[src/rtl/sha512_arbiter.sv]
// Round-robin owner of a shared sha512 engine: grants one requester per message, sequences the
// engine (enable, start, word feed, process, wait, done, clear) and returns the latched digest.
module sha512_arbiter #(
  parameter int unsigned NumReq = 2,
  parameter int unsigned WordW  = 64
) (
  input  logic                    clk_i,
  input  logic                    rst_ni,
  input  logic [NumReq-1:0]       req_i,
  input  logic [NumReq*128-1:0]   msg_len_i,
  input  logic [NumReq-1:0]       wvalid_i,
  input  logic [NumReq*WordW-1:0] wdata_i,
  output logic [NumReq-1:0]       wready_o,
  output logic [NumReq-1:0]       gnt_o,
  output logic [NumReq-1:0]       done_o,
  output logic [511:0]            digest_o,
  output logic                    sha_en_o,
  output logic                    hash_start_o,
  output logic                    hash_process_o,
  output logic [127:0]            message_length_o,
  output logic                    eng_rvalid_o,
  output logic [WordW-1:0]        eng_rdata_o,
  input  logic                    eng_rready_i,
  input  logic                    hash_done_i,
  input  logic [511:0]            eng_digest_i
);

  localparam int unsigned IdxW = (NumReq > 1) ? $clog2(NumReq) : 1;

  typedef enum logic [2:0] {
    StIdle,
    StStart,
    StFeed,
    StProc,
    StWait,
    StDone,
    StClear
  } state_e;

  state_e          state_q, state_d;
  logic [IdxW-1:0] rr_q, rr_d;
  logic [IdxW-1:0] owner_q, owner_d;
  logic [127:0]    len_q, len_d;
  logic [128:0]    left_q, left_d;
  logic [511:0]    digest_q, digest_d;

  logic [127:0]     len_arr   [NumReq];
  logic [WordW-1:0] wdata_arr [NumReq];

  for (genvar g = 0; g < NumReq; g++) begin : g_unpack
    assign len_arr[g]   = msg_len_i[g*128 +: 128];
    assign wdata_arr[g] = wdata_i[g*WordW +: WordW];
  end

  // Round-robin pick: first pending requester strictly after rr_q, wrapping.
  logic [IdxW-1:0] pick;
  logic            pick_vld;
  logic [IdxW-1:0] cand;

  always_comb begin
    pick     = '0;
    pick_vld = 1'b0;
    cand     = '0;
    for (int unsigned i = 1; i <= NumReq; i++) begin
      cand = IdxW'((32'(rr_q) + i) % NumReq);
      if (!pick_vld && req_i[cand]) begin
        pick_vld = 1'b1;
        pick     = cand;
      end
    end
  end

  // Word count rounds the bit length up to whole 64-bit words without overflow.
  logic [128:0] len_sum;
  assign len_sum = {1'b0, len_arr[pick]} + 129'd63;

  logic abort;
  assign abort = ~req_i[owner_q];

  always_comb begin
    state_d  = state_q;
    rr_d     = rr_q;
    owner_d  = owner_q;
    len_d    = len_q;
    left_d   = left_q;
    digest_d = digest_q;
    unique case (state_q)
      StIdle: begin
        if (pick_vld) begin
          owner_d = pick;
          len_d   = len_arr[pick];
          left_d  = len_sum >> 6;
          state_d = StStart;
        end
      end
      StStart: begin
        if (abort)                state_d = StClear;
        else if (left_q == '0)    state_d = StProc;
        else                      state_d = StFeed;
      end
      StFeed: begin
        if (abort) begin
          state_d = StClear;
        end else if (wvalid_i[owner_q] && eng_rready_i) begin
          left_d = left_q - 129'd1;
          if (left_q == 129'd1) state_d = StProc;
        end
      end
      StProc: begin
        state_d = abort ? StClear : StWait;
      end
      StWait: begin
        if (abort) begin
          state_d = StClear;
        end else if (hash_done_i) begin
          digest_d = eng_digest_i;
          state_d  = StDone;
        end
      end
      StDone: begin
        rr_d    = owner_q;
        state_d = StClear;
      end
      StClear: state_d = StIdle;
      default: state_d = StIdle;
    endcase
  end

  logic busy;
  assign busy = (state_q != StIdle) && (state_q != StClear);

  always_comb begin
    gnt_o            = '0;
    done_o           = '0;
    wready_o         = '0;
    sha_en_o         = busy;
    hash_start_o     = (state_q == StStart);
    hash_process_o   = (state_q == StProc);
    message_length_o = busy ? len_q : '0;
    eng_rvalid_o     = 1'b0;
    eng_rdata_o      = '0;
    digest_o         = digest_q;
    if (busy) gnt_o[owner_q] = 1'b1;
    if (state_q == StDone) done_o[owner_q] = 1'b1;
    if (state_q == StFeed) begin
      eng_rvalid_o      = wvalid_i[owner_q];
      eng_rdata_o       = wdata_arr[owner_q];
      wready_o[owner_q] = eng_rready_i;
    end
  end

  always_ff @(posedge clk_i) begin
    if (!rst_ni) begin
      state_q  <= StIdle;
      rr_q     <= IdxW'(NumReq - 1);
      owner_q  <= '0;
      len_q    <= '0;
      left_q   <= '0;
      digest_q <= '0;
    end else begin
      state_q  <= state_d;
      rr_q     <= rr_d;
      owner_q  <= owner_d;
      len_q    <= len_d;
      left_q   <= left_d;
      digest_q <= digest_d;
    end
  end

endmodule
[config.mk]
export PLATFORM = sky130hd
export DESIGN_NAME = sha512_arbiter
export DESIGN_NICKNAME = d
export VERILOG_FILES = /design/src/rtl/sha512_arbiter.sv
export SDC_FILE = /design/constraint.sdc
export NUM_CORES = 2
export LEC_CHECK = 0
export CAP_MARGIN = 10
export CORE_AREA = 2 2 628 630
export CTS_CLUSTER_DIAMETER = 100
export CTS_CLUSTER_SIZE = 40
export DETAILED_ROUTE_END_ITERATION = 6
export DIE_AREA = 0 0 630 632
export PLACE_DENSITY = 0.32
export SETUP_SLACK_MARGIN = 0.3
export SYNTH_ARGS = -nofsm -noshare
export SYNTH_HDL_FRONTEND = slang
export SYNTH_SLANG_ARGS = --single-unit
[constraint.sdc]
create_clock -name clk_i -period 4.8 [get_ports clk_i]
set_input_delay 0.96 -clock clk_i [delete_from_list [all_inputs] [get_ports clk_i]]
set_output_delay 0.96 -clock clk_i [all_outputs]
set_load 0.005 [all_outputs]
Word-level counts from Yosys, hierarchy flattened
Cells that the tools add are included.

operators by class
  reduce and logical (&&, ||, !) cells = 13
  equal/unequal tests = 13
  $add $sub $neg = 4
  muxes and demuxes = 40
  bitwise operators = 3
  $lt $le $gt $ge = 6

operator list
  kind                       number
  $mux W128                  4
  $mux W129                  3
  $pmux W129 S2              1
  $mux W64                   4
  $add A128 B6 Y129 const B  1
  $eq A129 B1 Y1 const B     1
  $logic_not A129 Y1         1
  $sub A129 B1 Y129 const B  1
  $mux W3                    7
  $pmux W3 S6                1
  $mux W1                    15
  $ne A3 B3 Y1 const B       4
  $mux W2                    4
  $reduce_and A4 Y1          2
  $eq A3 B2 Y1 const B       2
  $eq A3 B3 Y1 const B       2
  $lt A1 B2 Y1 const B       3
  $ne A2 B2 Y1 const B       3
  $ge A2 B2 Y1 const B       2
  $logic_and A1 B1 Y1        4
  $not A1 Y2                 2
  $eq A3 B1 Y1 const B       1
  $logic_not A3 Y1           1
  $reduce_and A3 Y1          1
  8 further kinds            9

word-level totals
  register bits after elaboration = 774
  bits of input ports = 904
  output and inout port bits = 714

Depth between registers and ports, before layout
  depth after elaboration = 14
  gate-level depth with buffers = 14

Least setup slack after synthesis
No wires, ideal clock.

  kind = input to register
  start = input req_i[1]
  end = register left_q[102]
  path slack = 1.189 ns
  arrival = 3.532 ns
  buffers on the path = 2
  stages on the path = 9
  cell sequence = a21boi_1 -> buf_2 -> buf_4 -> mux2_2 -> a211oi_1 -> o211ai_1 -> or4_1 -> or4_1 -> o211ai_1

between the ends
  cells in the longest elaborated chain, start to end = 13
  elaborated cells on any way between the ends = 22

ends and longest elaborated chain
  item                                          RTL line  text
  from (decl)                                   9         input logic [NumReq-1:0] req_i,
  $mux W1 (implied by the code) (2 in a row)    66        if (!pick_vld && req_i[cand]) begin
  $mux W1                                       66
  $logic_not A1 Y1                              66
  $logic_and A1 B1 Y1                           66
  $mux W1                                       66
  $not A1 Y2 (implied by the code)              75        assign len_sum = {1'b0, len_arr[pick]} + 129'd63;
  $mux W128 (implied by the code) (3 in a row)  75
  $add A128 B6 Y129                             75
  $mux W129                                     89        if (pick_vld) begin
  $pmux W129 S2                                 87        unique case (state_q)
  to (signal assigned)                          165       left_q <= left_d;
  to (decl)                                     44        logic [128:0] left_q, left_d;

Several ways; a longest one is shown, not always the timed one. The select of a mux whose other input is x is not followed.
A chain may end at the register's enable or synchronous reset.

Worst setup path after layout
  start = register state_q[1]
  end = output message_length_o[127]

between the ends
  cells in the longest elaborated chain, start to end = 3
  elaborated cells on any way between the ends = 4

ends and longest elaborated chain
  item                                                       RTL line  text
  from (decl)                                                40        state_e state_q, state_d;
  from (signal assigned)                                     154       state_q <= StIdle;
  from (signal assigned)                                     161       state_q <= state_d;
  $ne A3 B3 Y1 / $reduce_bool A3 Y1 (equally long branches)  130       assign busy = (state_q != StIdle) && (state_q != StClear);
  $logic_and A1 B1 Y1 (*)                                    130
  $mux W128 (*)                                              139       message_length_o = busy ? len_q : '0;
  to (decl)                                                  20        output logic [127:0] message_length_o,

Mark *: on every way between the ends. The rest lies on a longest branch, timed or not.

==> qor.yml <==
outcome:
  status: "finished clean"
logic_synthesis:
  syn_nets: 6156
  async_reset_ff_share_pct: 0
  ys_seq_elements: 774
  ys_types: 85
  synth_warnings: 0
  ys_seq_area_share_pct: 39.6
  synth_ff_type: "dfxtp_1"
  netlist_area_mm2: 0.0392
  syn_avg_cell_area_um2: 7.46
  synth-edff-count: 0
  synthCells: 5250
clock_network:
  h-tree-depth: 3
  post_cts_buffers: 0
  clock-sinks: 774
  ctsHoldBuffers: 0
  cts_buffers: 94
  clock_latency_ns: 0.91
  cts_buffer_depth: 4
  clkTransAtPathRegs_ns: 0.07
  root_buffer: "clkbuf_16"
  cts_tree: "built"
sta:
  finalSetupViolCount: 0
  hold_viol: 0
  maxSlewViolCount: 0
  tightest_slew_ns: 1.24
  skew_ns: 0.0927
  min_period_ns: 4.42
  rsz0062_at_grt: "no"
  fin_setup_tns_ns: 0
  max_freq_mhz: 226
  min_period_over_period_pct: 92.1
  relSlewSlack_pct: 15.0
detailed_routing:
  vias: 49465
  first_pass_iters: 6
  drt-initial-drc-count: 4301
  postRouteAntennaNets: 0
  viasPerCell: 4.01
  wl_per_cell_um: 32.8
  drc_errors: 0
  wirelength_mm: 405
final_layout:
  syn_to_final_growth_pct: 71.8
  final_util_pct: 17.2
  multi_input_area_mm2: 0.0222
  final_common_cell: "clkdlybuf4s50_1"
  nets: 7818
  regArea_mm2: 0.0155
  drive_gt1_share_pct: 8.23
  num-fill-cells: 44387
  final_cell_mix: "clkdlybuf4s50_1, nand2_1, dfxtp_1, a21oi_1, nor2_1"
critical_path:
  cpMostUsedCell: "buf_4"
  crit_chain: "buf_4, nor2b_1, nor3_2, buf_4, buf_12, nor2b_1, buf_4, clkdlybuf4s50_1"
  critPathKind: "flip-flop to primary output"
  critPathLaunchType: "flip-flop"
  worstPathMaxFanout: 93
  crit_path_end_kind: "primary output"
  critPathRequiredTime_ns: 3.84
  cp.arrival_ns: 3.46
  slowest_delay_ns: 0.58
  slowest_stage: "clkdlybuf4s50_1"
die:
  die-area_mm2: 0.398
  die_w_um: 630
  core_mm2: 0.391
  pin_count: 1618
  initial_core_util_pct: 10.0
  row_count: 230
  fp.dieH_um: 632
grt:
  grt_use_total_pct: 19.3
  antenna_found_initial: 180
  overflow: 0
  grt_pass1_vias: 47277
  grt_first_pass_wirelength_mm: 511
  grt_max_degree: 156
placed_design:
  port_buffers: 1617
  hpwl_mm: 344
  place_congestion: 0.959
power_and_ir_drop:
  p_leak_nw: 21.6
  cellPowerDensity_mw_per_mm2: 438
  vdd_ir_drop_max_mv: 0.392
run:
  maxCapViolCount: 0
worst_hold_path:
  hold_path_class: "flip-flop to flip-flop"
==> path summary, 6_finish.rpt <==
check                                  start                     to  slack, ns  cells past startpoint
worst max-delay path              state_q[1]  message_length_o[127]       0.38                      8
worst min-delay path            digest_o[93]           digest_o[93]       0.45                      2
worst max register to register          rr_q            left_q[106]       0.65                     10
worst min register to register  digest_o[93]           digest_o[93]       0.45                      2
==> per-stage QoR <==
step	total power, mW	worst slack (ns)	area [um^2]	instances	hold slack [ns]
2_1_floorplan	14.0	1.19	39200	5250	0.427
3_3_place_gp	21.2	-0.124	63400	12036	0.442
3_5_place_dp	21.2	-0.193	63400	12036	0.446
4_1_cts	30.0	0.343	67000	12206	0.457
5_1_grt	31.0	0.304	67200	12293	0.469
6_report	29.5	0.377	67300	12322	0.455
==> sequential cells by signal (all words and copies together), names as in the netlist <==
| name | count |
|---|---|
| left_q | 129 |
| owner_q | 1 |
| state_q | 3 |
| rr_q | 1 |
| digest_o | 512 |
| len_q | 128 |
==> critical path: cells and delay by family (launching register included) <==
family	cells	cell delay [ns]
DFF	1	0.31
buffers and inverters	5	1.46
and+or+nand+nor	3	0.76
==> metal layers <==
metal | track usage, % | up-vias | part of all wire [%] | wire, um
met5 | 0 | - | 0.11 | 461
met4 | 6.55 | 72 | 4.2 | 16800
met3 | 3.68 | 443 | 5.9 | 23800
met2 | 32.5 | 2049 | 47 | 189000
met1 | 24.6 | 24747 | 43 | 174000
li1 | - | 22154 | - | -
==> area by class of cell <==
cell class	count	share of cell area, %
clock buffers	104	3.67
inverters	21	0.128
repair buffers	1953	28.5
flip-flops and latches	774	23.0
well taps	5220	9.71
diodes	116	0.431
clock inverters	66	1.60
multi-input cells	4068	33.0
==> repair_timing <==
item / 4_1_cts / 5_1_grt
resized for setup: 1 / 0
setup endpoints to repair: 2 / 0
endpoints found under the hold margin: 0 / 0
==> power breakdown <==
group	leakage (nW)	switching [mW]	internal (mW)	total [mW]
clock	1.70	4.22	4.29	8.51
sequential	6.30	1.09	7.54	8.62
combinational	13.6	7.60	4.73	12.3
==> cell families (layout without fill, tap and decap cells) <==
group / Yosys count / count (layout) / share of synthesized area [%]
and+or+nand+nor: 2592 / 2592 / 30.7
AOI/OAI and AO/OA: 1173 / 1173 / 18.1
DFF: 774 / 774 / 39.6
buffers and inverters: 408 / 2144 / 4.03
muxes: 216 / 216 / 5.59
xor gates and xnor gates: 85 / 85 / 1.90
adders and majority gates: 2 / 2 / 0.0639
other: 0 / 116 / 0
==> cell usage after synthesis (all sizes together) (90+ instances only) <==
cell	n	area, um^2
a211oi	121	908
a21oi	638	3190
clkbuf	337	1260
dfxtp	774	15500
mux2i	194	1940
nand2	1275	4790
nand3	164	821
nand4	148	926
nor2	355	1330
nor2b	133	832
nor3	148	746
nor4	90	576
o21ai	116	581
Power figures use the tool's default switching activity.
